$ cat src/rtl/alu_issue_stage.sv
// Issue stage around the combinational alu: operand register in front,
// 2-entry result buffer behind, plus architectural flags and op counters.
module alu_issue_stage #(
  parameter int BUS_WIDTH   = 32,
  parameter int TAG_WIDTH   = 4,
  parameter int COUNT_WIDTH = 16
) (
  input  logic                   clk,
  input  logic                   rst,
  input  logic                   in_valid,
  output logic                   in_ready,
  input  logic [3:0]             in_opcode,
  input  logic [BUS_WIDTH-1:0]   in_num_0,
  input  logic [BUS_WIDTH-1:0]   in_num_1,
  input  logic [TAG_WIDTH-1:0]   in_tag,
  input  logic                   in_set_flags,
  output logic [3:0]             alu_opcode,
  output logic [BUS_WIDTH-1:0]   alu_num_0,
  output logic [BUS_WIDTH-1:0]   alu_num_1,
  input  logic [BUS_WIDTH-1:0]   alu_num_out,
  input  logic                   alu_over,
  input  logic                   alu_zero,
  input  logic                   alu_greater,
  input  logic                   alu_equal,
  output logic                   out_valid,
  input  logic                   out_ready,
  output logic [BUS_WIDTH-1:0]   out_data,
  output logic [TAG_WIDTH-1:0]   out_tag,
  output logic [3:0]             out_flags,
  output logic [3:0]             flags_q,
  output logic                   illegal_seen,
  output logic [COUNT_WIDTH-1:0] retired_count
);

  localparam logic [3:0] OP_NUL = 4'b0000;
  localparam logic [3:0] OP_ADD = 4'b0001;
  localparam logic [3:0] OP_SUB = 4'b0010;
  localparam logic [3:0] OP_XOR = 4'b0011;
  localparam logic [3:0] OP_AND = 4'b0100;
  localparam logic [3:0] OP_OR  = 4'b1000;

  logic                   r_s1_valid;
  logic [3:0]             r_opcode;
  logic [BUS_WIDTH-1:0]   r_num_0;
  logic [BUS_WIDTH-1:0]   r_num_1;
  logic [TAG_WIDTH-1:0]   r_tag;
  logic                   r_set_flags;

  logic [BUS_WIDTH-1:0]   r_data  [2];
  logic [TAG_WIDTH-1:0]   r_btag  [2];
  logic [3:0]             r_bflag [2];
  logic                   r_wptr;
  logic                   r_rptr;
  logic [1:0]             r_count;

  logic [3:0]             r_flags_q;
  logic                   r_illegal;
  logic [COUNT_WIDTH-1:0] r_retired;

  logic                   w_legal;
  logic                   w_pop;
  logic                   w_push;
  logic                   w_accept;
  logic [3:0]             w_alu_flags;

  always_comb begin
    w_legal = 1'b0;
    unique case (in_opcode)
      OP_NUL, OP_ADD, OP_SUB,
      OP_XOR, OP_AND, OP_OR: w_legal = 1'b1;
      default:               w_legal = 1'b0;
    endcase
  end

  assign w_alu_flags = {alu_over, alu_zero, alu_greater, alu_equal};
  assign out_valid   = (r_count != 2'd0);
  assign w_pop       = out_valid && out_ready;
  // S1 may drain into a full buffer only when the head leaves this cycle
  assign w_push      = r_s1_valid && ((r_count != 2'd2) || w_pop);
  assign in_ready    = !r_s1_valid || w_push;
  assign w_accept    = in_valid && in_ready;

  assign alu_opcode    = r_opcode;
  assign alu_num_0     = r_num_0;
  assign alu_num_1     = r_num_1;
  assign out_data      = r_data[r_rptr];
  assign out_tag       = r_btag[r_rptr];
  assign out_flags     = r_bflag[r_rptr];
  assign flags_q       = r_flags_q;
  assign illegal_seen  = r_illegal;
  assign retired_count = r_retired;

  always_ff @(posedge clk or posedge rst) begin
    if (rst) begin
      r_s1_valid  <= 1'b0;
      r_opcode    <= OP_NUL;
      r_num_0     <= '0;
      r_num_1     <= '0;
      r_tag       <= '0;
      r_set_flags <= 1'b0;
      r_illegal   <= 1'b0;
    end else begin
      if (w_accept) begin
        r_s1_valid  <= 1'b1;
        r_opcode    <= w_legal ? in_opcode : OP_NUL;
        r_num_0     <= in_num_0;
        r_num_1     <= in_num_1;
        r_tag       <= in_tag;
        r_set_flags <= in_set_flags;
        if (!w_legal)
          r_illegal <= 1'b1;
      end else if (w_push) begin
        r_s1_valid  <= 1'b0;
      end
    end
  end

  always_ff @(posedge clk or posedge rst) begin
    if (rst) begin
      for (int i = 0; i < 2; i++) begin
        r_data[i]  <= '0;
        r_btag[i]  <= '0;
        r_bflag[i] <= '0;
      end
      r_wptr    <= 1'b0;
      r_rptr    <= 1'b0;
      r_count   <= 2'd0;
      r_flags_q <= 4'd0;
      r_retired <= '0;
    end else begin
      if (w_push) begin
        r_data[r_wptr]  <= alu_num_out;
        r_btag[r_wptr]  <= r_tag;
        r_bflag[r_wptr] <= w_alu_flags;
        r_wptr          <= ~r_wptr;
        r_retired       <= r_retired + {{(COUNT_WIDTH-1){1'b0}}, 1'b1};
        if (r_set_flags)
          r_flags_q <= w_alu_flags;
      end
      if (w_pop)
        r_rptr <= ~r_rptr;
      r_count <= r_count + {1'b0, w_push} - {1'b0, w_pop};
    end
  end

endmodule

$ cat config.mk
export PLATFORM = sky130hd
export DESIGN_NAME = alu_issue_stage
export DESIGN_NICKNAME = d
export VERILOG_FILES = /design/src/rtl/alu_issue_stage.sv
export SDC_FILE = /design/constraint.sdc
export NUM_CORES = 1
export LEC_CHECK = 0
export ABC_CLOCK_PERIOD_IN_PS = 7700
export CAP_MARGIN = 30
export CORE_ASPECT_RATIO = 1.75
export CORE_MARGIN = 2
export CORE_UTILIZATION = 35
export DETAILED_ROUTE_END_ITERATION = 10
export PLACE_DENSITY = 0.7
export SLEW_MARGIN = 40
export SYNTH_ARGS = -nofsm -noshare
export SYNTH_HDL_FRONTEND = slang
export SYNTH_SLANG_ARGS = --single-unit
$ cat constraint.sdc
create_clock -name clk -period 7.7 [get_ports clk]
set_clock_uncertainty 0.1 [all_clocks]
set_input_delay 1.54 -clock clk [delete_from_list [all_inputs] [get_ports clk]]
set_output_delay 1.54 -clock clk [all_outputs]
set_load 0.005 [all_outputs]
==> impl_metrics.tcl <==
set metrics [dict create \
    vias_per_cell 4.87 \
    die_height_um 195 \
    core-area_sq_um 20400 \
    clock_latency_ns 0.42 \
    drt_first_pass_iters 7 \
    clockPowerShare_pct 23.0 \
    antenna_found_initial 0 \
    p_int_w 0.00270 \
    slew_viol_final 0 \
    crit_type "primary input to primary output" \
    syn_area_sq_um 7270 \
    antenna_cells 0 \
    layout_common_cells "243 x clkdlybuf4s50_1, 187 x mux2_2, 178 x dfrtp_1, 19 x nand2_1, 17 x clkbuf_16" \
    setup_ws_ns 3.05 \
    wirelength_mm 17.5 \
    synth_mux_area_share_pct 30.0 \
    slowest_stage "clkdlybuf4s50_1" \
    synth_compound_area_share_pct 0.585 \
    final_common_cell "clkdlybuf4s50_1" \
    place.gp.congestion 0.751 \
    synth_top_family_by_area "multiplexers" \
    grt_pass1_vias 5442 \
    drtIter0Drc 134 \
    tns_ns 0 \
    htree_levels 4 \
    yosys.area_share.simple_pct 3.79 \
    n_fill_cell 1763 \
    grtUsageTotal_pct 16.5 \
    avgSynthCellArea_sq_um 15.3 \
    syn2layout_area_growth_pct 45.2 \
    cts_resized 0 \
    pwr-share-comb_pct 36.8 \
    antenna_left 0 \
    yosys_register_bits 179 \
    switching_share_pct 27.2 \
    ys_seq_area_share_pct 61.6 \
    vias 4764 \
    holdCritPathClass "flop to flop" \
    hold_viol_final 0 \
    p_leak_nw 4.31 \
    crit_top_cell "clkdlybuf4s50_1" \
    syn_nets 591 \
    power_frac_seq_pct 40.2 \
    yosysWarnings 0 \
    synthAdderAreaFrac_pct 0.344 \
    layout.nets 834 \
    power.switching_w 0.00101 \
    cts_tree "yes" \
    fmax_mhz 215 \
    grt_max_degree 115 \
    cp_slowest_stage_delay_ns 0.57 \
    initial_core_util_pct 35.7 \
    grt_setup_unrepaired "no" \
    vdd_drop_max_uv 163 \
    tightest_slew_ns 0.646 \
    crit_chain "clkdlybuf4s50_1 > nand4bb_1 > clkdlybuf4s50_1" \
    clk_pin_slew_ns 0.06 \
    cts_setup_buffers 0 \
    route.detailed.drc 12 \
    worstPathArrival_ns 3.01 \
    drive_gt1_share_pct 30.8 \
    cts.sinks 179 \
    synth_cell_types 30 \
    max_cap_violations 0 \
    wl_per_cell_um 17.8 \
    min_period_ns 4.65 \
    endpoint_kind "primary output" \
    synth_xor_area_share_pct 2.17 \
    place.port_buffers 243 \
    status "finished, violations left" \
    crit_fanout 5 \
    finalCritPeriodShare_pct 60.4 \
    ioPinCount 244 \
    finalSetupViolCount 0 \
    place_ws_ns 3.06 \
    overflow 0 \
    cp.required_ns 6.06 \
    die_area_sq_um 22000 \
    synthCells 476 \
    clockBufferDepth 2 \
    holdBufCountCts 0 \
    maxSlewHeadroom_pct 56.8 \
    grt_pass1_wl_mm 28.1 \
    die_w_um 113 \
    place_hpwl_mm 12.5 \
    cpLargestDelayFamily "buffers and inverters" \
    root_buffer "clkbuf_16" \
    violations "design-rule violations" \
    cp_num_buf_inv 2 \
    core.rowCount 69 \
    powerDensity_nw_per_um2 351 \
    numCtsBuffers 17 \
    crit_path_start_kind "primary input" \
]
-- synthesized netlist by cell type (all sizes together) --
library cell | instances | area (sq um)
o21ai | 5 | 25.0
xnor2 | 15 | 131
xor2 | 3 | 26.3
nand2 | 21 | 78.8
nor3 | 2 | 10.0
or2 | 1 | 6.26
nor2b | 1 | 6.26
mux2 | 193 | 2170
inv | 1 | 3.75
clkbuf | 3 | 11.3
nand3 | 5 | 25.0
nor3b | 2 | 20.0
and4 | 2 | 17.5
nand2b | 3 | 21.3
and3 | 1 | 6.26
ha | 2 | 25.0
nor2 | 7 | 26.3
o21bai | 1 | 7.51
nand4 | 5 | 31.3
nand3b | 2 | 15.0
dfrtp | 179 | 4480
buf | 18 | 92.6
nand4bb | 1 | 11.3
a21oi | 2 | 10.0
mux2i | 1 | 10.0
-- cell families (layout without fill, tap and decap cells) --
| family | count (synthesis) | after routing |
|---|---|---|
| compound gates | 8 | 8 |
| xor+xnor | 18 | 18 |
| fa+ha+maj | 2 | 2 |
| buf+inv | 22 | 277 |
| flops | 179 | 179 |
| mux | 194 | 194 |
| simple gates | 53 | 53 |
-- power groups by stage --
stage / registers [W] / clock network (W) / logic, W
after floorplan: 0.00141 / 0 / 0.000720
after global placement: 0.00148 / 0 / 0.00136
after detailed placement: 0.00151 / 0 / 0.00139
after CTS: 0.00150 / 0.000880 / 0.00139
after global routing: 0.00154 / 0.000914 / 0.00148
final: 0.00149 / 0.000852 / 0.00136
-- metrics by stage --
stage,total power (W),hold WS (ns),area [sq um],instances,util (%)
2_1_floorplan,0.00213,0.359,7270,476,-
3_3_place_gp,0.00284,0.364,9950,948,48.8
3_5_place_dp,0.00290,0.365,9970,948,48.9
4_1_cts,0.00377,0.378,10500,979,51.8
5_1_grt,0.00393,0.392,10600,979,51.8
6_report,0.00371,0.375,10600,979,51.8
-- metal layers --
metal / routed length (um) / part of all wire, % / up-vias / GRT usage, %
li1: - / - / 2155 / -
met1: 6030 / 35 / 2431 / 16.6
met2: 9750 / 56 / 162 / 30.5
met3: 1330 / 7.6 / 16 / 5.86
met4: 348 / 2.0 / 0 / 6.23
met5: 0 / 0 / - / 0
-- flip-flops by register name (all words and copies together), names as in the netlist --
register and cells:
illegal_seen 1, r_set_flags 1, r_s1_valid 1, alu_opcode 4, r_btag 8, retired_count 16, r_data 64, r_rptr 1
r_count 2, flags_q 4, alu_num_1 32, r_bflag 8, r_wptr 1, r_tag 4, alu_num_0 32
-- worst paths after layout --
| path | to | cells past startpoint | from | slack (ns) |
|---|---|---|---|---|
| max in group asynchronous | r_bflag[1]$_DFFE_PP0P_ | 3 | rst | 4.93 |
| worst min-delay path | retired_count[15]$_DFFE_PP0P_ | 1 | retired_count[15]$_DFFE_PP0P_ | 0.38 |
| min in group asynchronous | alu_num_1[21]$_DFFE_PP0P_ | 2 | rst | 1.46 |
| worst max-delay path | in_ready | 3 | out_ready | 3.05 |
| worst min register to register | retired_count[15]$_DFFE_PP0P_ | 1 | retired_count[15]$_DFFE_PP0P_ | 0.38 |
| worst max register to register | r_data[35]$_DFFE_PP0P_ | 5 | r_count[1]$_DFF_PP0_ | 5.21 |
-- final cells by class --
class,count,area (sq um),share of cell area [%]
Clock buffer,23,478,4.53
Clock inverter,8,101,0.960
Inverter,1,16.3,0.154
Multi-Input combinational cell,275,2720,25.7
Sequential cell,179,4480,42.5
Tap cell,248,310,2.94
Timing Repair Buffer,245,2450,23.2
Power figures use the tool's default switching activity.
